===== src/rtl/mul_reservation_station.sv =====
// mul_reservation_station
//   Reservation station in front of a multiply/divide unit. Holds up to
//   NUM_ENTRIES waiting operations, snoops the common data bus for missing
//   operands and hands the lowest-index ready entry to the functional unit.
//
// Ports
//   Clock, Reset                 clock, asynchronous active-high reset
//   issue_valid/op/vj/vk/qj/qk   issue request (op 1=mul, 2=div; q=0 means value valid)
//   issue_ready, issue_tag       a free entry exists / tag it will receive
//   cdb_valid, cdb_tag, CDB      result broadcast bus
//   fu_ready                     functional unit can take an operation
//   disp_valid, OP, disp_tag,
//   resv_out1, resv_out2         registered dispatch to the functional unit
//   busy_count                   number of occupied entries
module mul_reservation_station #(
  parameter int NUM_ENTRIES = 3,
  parameter int DATA_W      = 16,
  parameter int TAG_W       = 3,
  parameter int BASE_TAG    = 4
) (
  input  logic                               Clock,
  input  logic                               Reset,
  input  logic                               issue_valid,
  input  logic [1:0]                         issue_op,
  input  logic [DATA_W-1:0]                  issue_vj,
  input  logic [DATA_W-1:0]                  issue_vk,
  input  logic [TAG_W-1:0]                   issue_qj,
  input  logic [TAG_W-1:0]                   issue_qk,
  output logic                               issue_ready,
  output logic [TAG_W-1:0]                   issue_tag,
  input  logic                               cdb_valid,
  input  logic [TAG_W-1:0]                   cdb_tag,
  input  logic [DATA_W-1:0]                  CDB,
  input  logic                               fu_ready,
  output logic                               disp_valid,
  output logic [1:0]                         OP,
  output logic [TAG_W-1:0]                   disp_tag,
  output logic [DATA_W-1:0]                  resv_out1,
  output logic [DATA_W-1:0]                  resv_out2,
  output logic [$clog2(NUM_ENTRIES+1)-1:0]   busy_count
);

  localparam int IDX_W = (NUM_ENTRIES > 1) ? $clog2(NUM_ENTRIES) : 1;
  localparam int CNT_W = $clog2(NUM_ENTRIES + 1);

  // Entry storage
  logic [NUM_ENTRIES-1:0] busy_q, busy_d;
  logic [1:0]             op_q [NUM_ENTRIES];
  logic [1:0]             op_d [NUM_ENTRIES];
  logic [DATA_W-1:0]      vj_q [NUM_ENTRIES];
  logic [DATA_W-1:0]      vj_d [NUM_ENTRIES];
  logic [DATA_W-1:0]      vk_q [NUM_ENTRIES];
  logic [DATA_W-1:0]      vk_d [NUM_ENTRIES];
  logic [TAG_W-1:0]       qj_q [NUM_ENTRIES];
  logic [TAG_W-1:0]       qj_d [NUM_ENTRIES];
  logic [TAG_W-1:0]       qk_q [NUM_ENTRIES];
  logic [TAG_W-1:0]       qk_d [NUM_ENTRIES];
  logic [CNT_W-1:0]       count_q, count_d;

  // Dispatch output registers
  logic                   dispValid_q;
  logic [1:0]             dispOp_q;
  logic [TAG_W-1:0]       dispTag_q;
  logic [DATA_W-1:0]      dispVj_q, dispVk_q;

  // Selection signals
  logic [NUM_ENTRIES-1:0] entryReady;
  logic                   freeFound, readyFound;
  logic [IDX_W-1:0]       freeIdx, readyIdx;
  logic                   issueAccept, dispFire, cdbHit;
  logic [1:0]             selOp;
  logic [DATA_W-1:0]      selVj, selVk;

  // Priority pick of the lowest free and lowest ready entry. The loops run
  // downward so the last (lowest) match wins. Both use registered state only.
  always_comb begin
    freeFound  = 1'b0;
    freeIdx    = '0;
    readyFound = 1'b0;
    readyIdx   = '0;
    for (int i = 0; i < NUM_ENTRIES; i++) begin
      entryReady[i] = busy_q[i] && (qj_q[i] == '0) && (qk_q[i] == '0);
    end
    for (int i = NUM_ENTRIES - 1; i >= 0; i--) begin
      if (!busy_q[i]) begin
        freeFound = 1'b1;
        freeIdx   = IDX_W'(i);
      end
      if (entryReady[i]) begin
        readyFound = 1'b1;
        readyIdx   = IDX_W'(i);
      end
    end
  end

  assign issue_ready = freeFound;
  assign issue_tag   = TAG_W'(BASE_TAG) + TAG_W'(freeIdx);
  assign issueAccept = issue_valid && freeFound && ((issue_op == 2'd1) || (issue_op == 2'd2));
  assign dispFire    = fu_ready && readyFound;
  // Tag 0 denotes "value present", so a broadcast with tag 0 never matches.
  assign cdbHit      = cdb_valid && (cdb_tag != '0);

  // Operand mux for the entry being dispatched
  always_comb begin
    selOp = '0;
    selVj = '0;
    selVk = '0;
    for (int i = 0; i < NUM_ENTRIES; i++) begin
      if (IDX_W'(i) == readyIdx) begin
        selOp = op_q[i];
        selVj = vj_q[i];
        selVk = vk_q[i];
      end
    end
  end

  // Next-state for every entry: CDB snooping on waiting entries, busy clear
  // on dispatch, and a write of the issued operation into the free slot.
  // The issued slot is free and the dispatched slot is busy, so they never
  // collide. An issue that names the tag currently on the CDB grabs the value.
  always_comb begin
    busy_d = busy_q;
    for (int i = 0; i < NUM_ENTRIES; i++) begin
      op_d[i] = op_q[i];
      vj_d[i] = vj_q[i];
      vk_d[i] = vk_q[i];
      qj_d[i] = qj_q[i];
      qk_d[i] = qk_q[i];

      if (busy_q[i] && cdbHit) begin
        if (qj_q[i] == cdb_tag) begin
          vj_d[i] = CDB;
          qj_d[i] = '0;
        end
        if (qk_q[i] == cdb_tag) begin
          vk_d[i] = CDB;
          qk_d[i] = '0;
        end
      end

      if (dispFire && (IDX_W'(i) == readyIdx)) begin
        busy_d[i] = 1'b0;
      end

      if (issueAccept && (IDX_W'(i) == freeIdx)) begin
        busy_d[i] = 1'b1;
        op_d[i]   = issue_op;
        if (cdbHit && (issue_qj == cdb_tag)) begin
          vj_d[i] = CDB;
          qj_d[i] = '0;
        end else begin
          vj_d[i] = issue_vj;
          qj_d[i] = issue_qj;
        end
        if (cdbHit && (issue_qk == cdb_tag)) begin
          vk_d[i] = CDB;
          qk_d[i] = '0;
        end else begin
          vk_d[i] = issue_vk;
          qk_d[i] = issue_qk;
        end
      end
    end
  end

  always_comb begin
    count_d = count_q;
    if (issueAccept && !dispFire) begin
      count_d = count_q + CNT_W'(1);
    end else if (!issueAccept && dispFire) begin
      count_d = count_q - CNT_W'(1);
    end
  end

  always_ff @(posedge Clock or posedge Reset) begin
    if (Reset) begin
      busy_q      <= '0;
      count_q     <= '0;
      dispValid_q <= 1'b0;
      dispOp_q    <= '0;
      dispTag_q   <= '0;
      dispVj_q    <= '0;
      dispVk_q    <= '0;
      for (int i = 0; i < NUM_ENTRIES; i++) begin
        op_q[i] <= '0;
        vj_q[i] <= '0;
        vk_q[i] <= '0;
        qj_q[i] <= '0;
        qk_q[i] <= '0;
      end
    end else begin
      busy_q  <= busy_d;
      count_q <= count_d;
      for (int i = 0; i < NUM_ENTRIES; i++) begin
        op_q[i] <= op_d[i];
        vj_q[i] <= vj_d[i];
        vk_q[i] <= vk_d[i];
        qj_q[i] <= qj_d[i];
        qk_q[i] <= qk_d[i];
      end
      // Payload fields hold their last value when nothing is dispatched.
      if (dispFire) begin
        dispValid_q <= 1'b1;
        dispOp_q    <= selOp;
        dispTag_q   <= TAG_W'(BASE_TAG) + TAG_W'(readyIdx);
        dispVj_q    <= selVj;
        dispVk_q    <= selVk;
      end else begin
        dispValid_q <= 1'b0;
      end
    end
  end

  assign disp_valid = dispValid_q;
  assign OP         = dispOp_q;
  assign disp_tag   = dispTag_q;
  assign resv_out1  = dispVj_q;
  assign resv_out2  = dispVk_q;
  assign busy_count = count_q;

endmodule


===== config.mk =====
export PLATFORM = sky130hd
export DESIGN_NAME = mul_reservation_station
export DESIGN_NICKNAME = d
export VERILOG_FILES = /design/src/rtl/mul_reservation_station.sv
export SDC_FILE = /design/constraint.sdc
export NUM_CORES = 1
export LEC_CHECK = 0
export ABC_AREA = 1
export BUFFER_PORTS_ARGS = -buffer_cell sky130_fd_sc_hd__buf_2
export CAP_MARGIN = 20
export CORE_ASPECT_RATIO = 0.6
export CORE_MARGIN = 4
export CORE_UTILIZATION = 45
export CTS_CLUSTER_DIAMETER = 40
export DETAILED_ROUTE_END_ITERATION = 8
export SLEW_MARGIN = 0
export SYNTH_ARGS = -nofsm -noshare
export SYNTH_HDL_FRONTEND = slang
export SYNTH_SLANG_ARGS = --single-unit

===== constraint.sdc =====
create_clock -name Clock -period 16.7 [get_ports Clock]
set_input_delay 4.175 -clock Clock [delete_from_list [all_inputs] [get_ports Clock]]
set_output_delay 4.175 -clock Clock [all_outputs]
set_load 0.01 [all_outputs]

==> flow_metrics.env <==
export IMPL_status="completed"
export IMPL_clockRootBuffer="clkbuf_16"
export IMPL_drt_iter0_markers=1313
export IMPL_drive_above_1_share_pct=13.8
export IMPL_grt_pass1_vias=8711
export IMPL_slowest_delay_ns=0.70
export IMPL_final_common_cell="nand2_1"
export IMPL_final_cell_mix="365 x nand2_1, 352 x nand3_1, 163 x dfrtp_1, 113 x nor2_1, 106 x buf_2"
export IMPL_seq_area_frac_synth_pct=43.5
export IMPL_fmax_ghz=0.165
export IMPL_num_rows=40
export IMPL_totalWireLength_mm=34.3
export IMPL_grt_max_degree=100
export IMPL_path_cells="buf_2 -> nor2_1 -> nor2_1 -> nand2_1 -> nor2_2 -> nand2_2 -> buf_4 -> inv_2 -> nand3_1 -> nand3_1"
export IMPL_die_w_um=194
export IMPL_critPathLaunchType="input port"
export IMPL_antenna_found_initial=0
export IMPL_cts_hold_buf=0
export IMPL_cts_inserted_buffers=17
export IMPL_cp_data_required_time_ns=17.01
export IMPL_yosys_area_top_type_share_pct=43.5
export IMPL_post_cts_buffers=0
export IMPL_finalHoldViolCount=0
export IMPL_synth_seq_cells=163
export IMPL_clkTransAtPathRegs_ns=0.06
export IMPL_io_pins=108
export IMPL_clock_sinks=163
export IMPL_drv_slew=0
export IMPL_syn_to_final_growth_pct=12.0
export IMPL_diodes=0
export IMPL_grt_pass1_wl_mm=53.5
export IMPL_slew_headroom_pct=30.0
export IMPL_vdd_drop_max_uv=87.4
export IMPL_grt_ovfl_total=0
export IMPL_postSynthAreaPerCell_um2=7.37
export IMPL_viasPerCell=5.68
export IMPL_drtAntennaViolNets=0
export IMPL_tns_ns=0
export IMPL_io_buffers=106
export IMPL_finClkSkew_ns=0.0101
export IMPL_powerDensity_nw_per_um2=188
export IMPL_drc_errors=0
export IMPL_critPathKind="in2reg"
export IMPL_cp_arrival_ns=6.35
export IMPL_synth_nets=1337
export IMPL_syn_inst=1272
export IMPL_setup_viol=0
export IMPL_cts_path_max_buffers=2
export IMPL_yosys_top_cells_area="dfrtp_1 44%, nand3_1 19%, nand2_1 15%"
export IMPL_period_share_pct=36.2
export IMPL_cts_tree="done"
export IMPL_synth_top_area_cell="dfrtp_1"
export IMPL_core_area_um2=20200
export IMPL_die_h_um=120
export IMPL_start_util_pct=46.4
export IMPL_grtUsageTotal_pct=29.7
export IMPL_cp_max_fo=77
export IMPL_period_needed_ns=6.04
export IMPL_cts_max_level=4
export IMPL_wire_per_inst_um=21.2
export IMPL_ys_warn_count=0
export IMPL_crit_path_top_delay_cell="buf_4"
export IMPL_drv_cap=0
export IMPL_first_pass_iters=7
export IMPL_rsz0062_at_grt="false"
export IMPL_tightest_slew_ns=1.05
export IMPL_final_core_util_pct=51.9
export IMPL_dp_hpwl_mm=21.2
export IMPL_die_area_um2=23300
export IMPL_cts_resized=0
export IMPL_clkLatencyLatePin_ns=0.44
export IMPL_synth_area_um2=9370
export IMPL_vias=9183
export IMPL_gp_congestion=0.879
export IMPL_endpoint_kind="register"
export IMPL_p_leak_uw=0.00545
export IMPL_hold_path_class="reg2reg"
export IMPL_fillCellCount=2055
export IMPL_fin_nets=1398
export IMPL_hold_depth=1
export IMPL_rr_worst_depth=10
export IMPL_synth_cell_type_count=28
routing by layer:
metal	vias to the layer above	share of wire [%]	track usage [%]
met3	40	13	9.96
li1	4254	-	-
met2	606	38	38.5
met4	0	1.3	6.72
met5	-	0	0
met1	4283	48	46.8
report_power, final:
part / switching (uW) / leakage (uW) / internal (uW)
registers: 116 / 0.00202 / 578
clock network: 171 / 0.000308 / 269
logic: 558 / 0.00312 / 279
state kept, by name (all words and copies together) (netlist names):
register	flops
vk_q	48
op_q	6
resv_out2	16
qk_q	9
resv_out1	16
OP	2
disp_tag	3
busy_q	3
qj_q	9
vj_q	48
busy_count	2
disp_valid	1
stage by stage:
stage               area [um2]  power [uW]  instances  setup WS, ns  hold WS, ns
detailed placement        9850        1510       1587         10.30        0.456
finish                   10500        1970       1618         10.66        0.462
floorplan                 9370        1270       1272          8.12        0.444
global route             10500        2110       1618         10.54        0.477
CTS                      10500        1950       1618         10.77        0.470
global placement          9850        1500       1587         10.33        0.448
path summary, 6_finish.rpt:
kind	start	to	slack, ns
max	issue_op[0]	vj_q[39]$_DFFE_PP0P_	10.66
min	disp_tag[2]$_DFFE_PP0P_	disp_tag[2]$_DFFE_PP0P_	0.46
max reg2reg	busy_q[0]$_DFFE_PP0P_	resv_out2[3]$_DFFE_PP0P_	13.66
min reg2reg	disp_tag[2]$_DFFE_PP0P_	disp_tag[2]$_DFFE_PP0P_	0.46
max in group asynchronous	Reset	vk_q[22]$_DFFE_PP0P_	11.33
min in group asynchronous	Reset	busy_count[1]$_DFFE_PP0P_	3.92
cells by family (layout without fill, tap and decap cells):
group           Yosys count  count (layout)  share of synthesized area (%)
other cells               1               1                         0.0400
buf+inv                 154             227                           8.30
flops                   163             163                           43.5
xor+xnor                 26              26                           2.43
simple gates            897             897                           43.9
compound gates           30              30                           1.67
fa+ha+maj                 1               1                          0.133
worst max-delay path: cells and delay by family:
| kind | cells | cell delay [ns] |
|---|---|---|
| buf+inv | 3 | 1.45 |
| simple gates | 7 | 0.70 |
cell type report:
cell class / count / area (um2) / share of cell area [%]
clock buffers: 23 / 498 / 4.74
multi-input cells: 955 / 4520 / 43.0
clock inverters: 8 / 148 / 1.41
flip-flops and latches: 163 / 4080 / 38.9
repair buffers: 116 / 606 / 5.77
inverters: 80 / 305 / 2.91
well taps: 273 / 342 / 3.25
Yosys cell counts:
cell and instances:
or2_2 1, o21a_1 1, buf_2 34, nand3_1 352, nand2_4 7, nand2_2 6, xnor2_1 18, nor2_1 114
dfrtp_1 163, o21ai_0 25, buf_4 24, nor3_4 1, ha_1 1, conb_1 1, nor2_2 4, inv_1 73
xor2_1 8, nor2_4 8, and2_1 1, nand2_1 365, buf_6 9, nor3_2 1, clkbuf_1 7, nand3b_1 34
o22ai_1 3, inv_2 7, nand3_2 3, a21oi_1 1
Note: power is estimated with default switching activity, not from simulation.
